`src/rtl/overdrive_tdm_scheduler.sv`:
```
// Round-robin scheduler that shares one combinational overdrive clamp across
// CHANNELS sample sources: accept -> pre-gain -> clamp -> hold result.
module overdrive_tdm_scheduler #(
    parameter int FRAC_W   = 12,
    parameter int DATA_W   = 16,
    parameter int CHANNELS = 4
) (
    input  logic                                clk,
    input  logic                                rst,
    input  logic [CHANNELS-1:0]                 i_valid,
    input  logic [CHANNELS*DATA_W-1:0]          i_sample,
    input  logic [CHANNELS*DATA_W-1:0]          i_gain,
    output logic [CHANNELS-1:0]                 o_ready,
    output logic signed [DATA_W-1:0]            clamp_in,
    input  logic signed [DATA_W-1:0]            clamp_out,
    output logic                                o_valid,
    output logic [$clog2(CHANNELS)-1:0]         o_channel,
    output logic signed [DATA_W-1:0]            o_sample,
    input  logic                                i_ready
);

    localparam int CH_W = $clog2(CHANNELS);

    localparam logic signed [2*DATA_W-1:0] SAT_MAX =
        {{(DATA_W+1){1'b0}}, {(DATA_W-1){1'b1}}};
    localparam logic signed [2*DATA_W-1:0] SAT_MIN =
        {{(DATA_W+1){1'b1}}, {(DATA_W-1){1'b0}}};

    typedef enum logic [1:0] {
        IDLE  = 2'd0,
        GAIN  = 2'd1,
        CLAMP = 2'd2,
        OUT   = 2'd3
    } state_t;

    // Drop the fractional bits (floor) and clip the product back into DATA_W.
    function automatic logic signed [DATA_W-1:0] shift_sat(
        input logic signed [2*DATA_W-1:0] prod
    );
        logic signed [2*DATA_W-1:0] shifted;
        shifted = prod >>> FRAC_W;
        if (shifted > SAT_MAX) begin
            shift_sat = SAT_MAX[DATA_W-1:0];
        end else if (shifted < SAT_MIN) begin
            shift_sat = SAT_MIN[DATA_W-1:0];
        end else begin
            shift_sat = shifted[DATA_W-1:0];
        end
    endfunction

    state_t                      state_q, state_d;
    logic [CH_W-1:0]             rr_ptr_q, rr_ptr_d;
    logic                        o_valid_q, o_valid_d;
    logic [CH_W-1:0]             o_channel_q, o_channel_d;
    logic signed [DATA_W-1:0]    o_sample_q, o_sample_d;
    logic signed [DATA_W-1:0]    clamp_in_q, clamp_in_d;

    logic signed [DATA_W-1:0]    sample_q, gain_q;
    logic [CH_W-1:0]             chan_q;

    logic                        found;
    logic [CH_W-1:0]             grant;
    logic [CH_W-1:0]             cand;
    int                          scan_idx;
    logic                        accept;

    logic signed [2*DATA_W-1:0]  sample_x, gain_x, prod;
    logic signed [DATA_W-1:0]    gained;

    // Search upward from rr_ptr, wrapping, for the first requesting channel.
    always_comb begin
        found    = 1'b0;
        grant    = '0;
        cand     = '0;
        scan_idx = 0;
        for (int i = 0; i < CHANNELS; i++) begin
            scan_idx = int'(rr_ptr_q) + i;
            if (scan_idx >= CHANNELS) begin
                scan_idx = scan_idx - CHANNELS;
            end
            cand = CH_W'(scan_idx);
            if (!found && i_valid[cand]) begin
                found = 1'b1;
                grant = cand;
            end
        end
    end

    always_comb begin
        sample_x = {{DATA_W{sample_q[DATA_W-1]}}, sample_q};
        gain_x   = {{DATA_W{gain_q[DATA_W-1]}}, gain_q};
        prod     = sample_x * gain_x;
        gained   = shift_sat(prod);
    end

    always_comb begin
        state_d     = state_q;
        rr_ptr_d    = rr_ptr_q;
        o_valid_d   = o_valid_q;
        o_channel_d = o_channel_q;
        o_sample_d  = o_sample_q;
        clamp_in_d  = clamp_in_q;
        accept      = 1'b0;
        case (state_q)
            IDLE: begin
                if (found) begin
                    accept   = 1'b1;
                    rr_ptr_d = (grant == CH_W'(CHANNELS - 1)) ? '0 : grant + CH_W'(1);
                    state_d  = GAIN;
                end
            end
            GAIN: begin
                clamp_in_d = gained;
                state_d    = CLAMP;
            end
            CLAMP: begin
                o_sample_d  = clamp_out;
                o_channel_d = chan_q;
                o_valid_d   = 1'b1;
                state_d     = OUT;
            end
            OUT: begin
                if (i_ready) begin
                    o_valid_d = 1'b0;
                    state_d   = IDLE;
                end
            end
            default: state_d = IDLE;
        endcase
    end

    // Reset also forces the accept strobe low so every output reads zero at once.
    assign o_ready = (accept && !rst) ? (CHANNELS'(1) << grant) : '0;

    always_ff @(posedge clk or posedge rst) begin
        if (rst) begin
            state_q     <= IDLE;
            rr_ptr_q    <= '0;
            o_valid_q   <= 1'b0;
            o_channel_q <= '0;
            o_sample_q  <= '0;
            clamp_in_q  <= '0;
        end else begin
            state_q     <= state_d;
            rr_ptr_q    <= rr_ptr_d;
            o_valid_q   <= o_valid_d;
            o_channel_q <= o_channel_d;
            o_sample_q  <= o_sample_d;
            clamp_in_q  <= clamp_in_d;
        end
    end

    // Operands are captured only in the accept cycle.
    always_ff @(posedge clk) begin
        if (accept) begin
            sample_q <= i_sample[grant*DATA_W +: DATA_W];
            gain_q   <= i_gain[grant*DATA_W +: DATA_W];
            chan_q   <= grant;
        end
    end

    assign clamp_in  = clamp_in_q;
    assign o_valid   = o_valid_q;
    assign o_channel = o_channel_q;
    assign o_sample  = o_sample_q;

endmodule

```
`config.mk`:
```
export PLATFORM = sky130hd
export DESIGN_NAME = overdrive_tdm_scheduler
export DESIGN_NICKNAME = d
export VERILOG_FILES = /design/src/rtl/overdrive_tdm_scheduler.sv
export SDC_FILE = /design/constraint.sdc
export NUM_CORES = 1
export LEC_CHECK = 0
export BUFFER_PORTS_ARGS = -buffer_cell sky130_fd_sc_hd__buf_2
export CORE_ASPECT_RATIO = 0.9
export CORE_MARGIN = 4
export CORE_UTILIZATION = 30
export DETAILED_ROUTE_END_ITERATION = 16
export GPL_TIMING_DRIVEN = 0
export PLACE_DENSITY = 0.53
export SKIP_CTS_REPAIR_TIMING = 1
export SYNTH_ARGS = -nofsm -noshare
export SYNTH_HDL_FRONTEND = slang
export SYNTH_SLANG_ARGS = --single-unit
```
`constraint.sdc`:
```
create_clock -name clk -period 9.04 [get_ports clk]
set_input_delay 2.26 -clock clk [delete_from_list [all_inputs] [get_ports clk]]
set_output_delay 2.26 -clock clk [all_outputs]
set_load 0.02 [all_outputs]
```
==> results.cfg <==
[status]
run_status = complete, no violations

[yosys]
muxShareOfSynthArea = 0.0152
synthAdderAreaFrac = 0.475
synth_warnings = 0
synth_edf_count = 34
ys_ff_latch = 73
synth_flop_cell = dfrtp_1
ys_seq_area_frac = 0.150
syn_nets = 1948
async_flop_share = 0.534
postSynthAreaPerCell_um2 = 9.20
yosys.cell_types.count = 49
synth-compound-area-share = 0.0652
synthCells = 1448
yosys.area_share.simple = 0.169
synth_area_um2 = 13300
synth_top_family_by_area = adder cells
synth-xor-area-share = 0.0191

[cts]
insertion_delay_ns = 0.34
h-tree-depth = 3
clock-root-buffer = clkbuf_16
cts_sinks = 73
path_clk_slew_ns = 0.07
cts_tree = built
cts-buffers-inserted = 9
cts_buffer_depth = 2

[sta]
fin_tns_setup_ns = 0
worst_slack_ns = 1.25
period_needed_ns = 7.79
slew_viol_final = 0
setup_viol = 0
worst_pin_slew_ns = 0.864
layout_worst_path_cycle_share = 0.862
rsz0062_at_grt = false
finClkSkew_ns = 0.0102
slew_headroom = 0.423
final_hold_viol_count = 0
fmax_ghz = 0.128

[place]
io_buffers = 189
post-place-ws_ns = 1.27
dpl.cell_count = 2229
post-dp-hpwl_um = 33600
placed_area_um2 = 15000
place.gp.congestion = 0.851

[floorplanning]
row_count = 72
io_pins = 190
dieArea_um2 = 47800
dieHeight_um = 208
die_x_um = 230
initial_utilization = 0.307
core-area_um2 = 43400

[routing]
num_vias = 10400
avgRoutedWirePerCell_um = 17.4
wl_um = 39100
drt-vias-per-instance = 4.61
drtIter0Drc = 559
ant_nets = 0
drc = 0
drtPass1Iterations = 5

[layout]
layout-drive-gt1-share = 0.147
fin_area_um2 = 15300
nets = 2149
multi_input_area_um2 = 9910
fill_cells = 4586
regArea_um2 = 2000
area_growth_pct = 15.2
instances_no_fill = 2248

[setup_path]
critPathArrivalTime_ns = 8.06
crit_path_end_kind = flop
slowest_delay_ns = 0.74
cpMostUsedCell = fa_1
worst-setup-path-type = flop to flop
crit_required_ns = 9.31
slowest_stage = edfxtp_1
worstPathMaxFanout = 10
startpoint_type = flop

[grt]
grt_pass1_wl_um = 62300
grt.total_usage = 0.166
antenna_found_initial = 6
overflow = 0
grt_max_degree = 40
grt_pass1_vias = 11200

[hold_path]
min_path_type = flop to flop

[job]
cap_violations = 0
[layer usage]
layer	routed length [um]	vias up	share of wire	GRT usage
met5	12	-	0.00031	0
li1	-	4787	-	-
met2	18700	276	0.48	0.279
met4	624	2	0.016	0.0288
met3	2150	39	0.055	0.0232
met1	17500	5259	0.45	0.233
[area by class of cell]
type	instances	share of cell area
tap	592	0.0483
clock inverter	4	0.00212
buffer	60	0.0157
sequential	73	0.130
antenna	2	0.000326
multi-input combinational	1001	0.646
clock buffer	12	0.0175
timing repair buffer	190	0.0634
inverter	314	0.0768
[cells in the mapped netlist, types with 2 or more instances]
master	n	area [um^2]
ha_1	88	1100
and2_1	121	757
nor2_1	31	116
clkbuf_1	57	214
o22ai_1	4	25.0
fa_1	261	5230
nand2_1	261	980
o21ai_0	19	95.1
nand3_1	6	30.0
buf_6	2	22.5
o21bai_1	4	30.0
edfxtp_1	34	1020
and4_1	3	26.3
a21oi_1	28	140
o211ai_1	3	22.5
dfrtp_1	39	976
nor4_1	2	12.5
xnor2_1	15	131
a31oi_1	33	206
nand2b_1	6	37.5
inv_1	314	1180
mux2_2	18	203
a21o_1	8	60.1
and3_1	33	206
a21oi_2	10	87.6
nand4_1	4	25.0
xor2_1	14	123
o21ai_1	9	45.0
[cell families (layout without fill, tap and decap cells)]
kind of cell	count (synthesis)	after routing
and+or+nand+nor	474	474
buffers and inverters	374	580
adders and majority gates	349	349
AOI/OAI and AO/OA	131	131
DFF	73	73
xor gates and xnor gates	29	29
muxes	18	18
other	0	2
[final timing paths]
check | start | end | slack (ns) | cells past startpoint
max | gain_q[7]$_DFFE_PP_ | clamp_in[2]$_DFFE_PP0N_ | 1.25 | 25
min reg2reg | chan_q[1]$_DFFE_PP_ | o_channel[1]$_DFFE_PP0P_ | 0.48 | 1
max reg2reg | gain_q[7]$_DFFE_PP_ | clamp_in[2]$_DFFE_PP0N_ | 1.25 | 25
max in group asynchronous | rst | clamp_in[8]$_DFFE_PP0N_ | 6.38 | 2
min in group asynchronous | rst | rr_ptr_q[1]$_DFFE_PP0P_ | 2.10 | 2
min | chan_q[1]$_DFFE_PP_ | o_channel[1]$_DFFE_PP0P_ | 0.48 | 1
[flip-flops by register name, indices dropped and copies added (netlist names)]
| signal | count |
|---|---|
| gain_q | 16 |
| state_q | 2 |
| o_channel | 2 |
| rr_ptr_q | 2 |
| sample_q | 16 |
| chan_q | 2 |
| o_sample | 16 |
| o_valid | 1 |
| clamp_in | 16 |
[critical path, delay by kind of cell, from the launching register on]
family,cells,cell delay (ns)
AND/OR/NAND/NOR,2,0.31
adder cells (fa/ha/maj),7,3.35
buffers and inverters,8,1.35
AO/OA/AOI/OAI,8,1.95
flip-flops,1,0.74
[stage by stage]
| stage | util | hold WS [ns] |
|---|---|---|
| after global placement | 0.346 | 0.459 |
| after global routing | 0.353 | 0.498 |
| after CTS | 0.353 | 0.482 |
| final | 0.353 | 0.477 |
| after detailed placement | 0.346 | 0.467 |
| after floorplan | - | 0.454 |
[cell usage in the layout, fill, tap and decap left out, drive strengths merged, types with 31 or more instances in the layout]
cell type and instances:
edfxtp 34, a21oi 38, a31oi 33, and3 33, ha 88, dfrtp 39
nor2 31, inv 315, nand2 261, buf 193, and2 121, fa 261
clkbuf 69
Power is not shown: default switching activity piles up to over one toggle a cycle in this logic, so the estimate is an artifact.
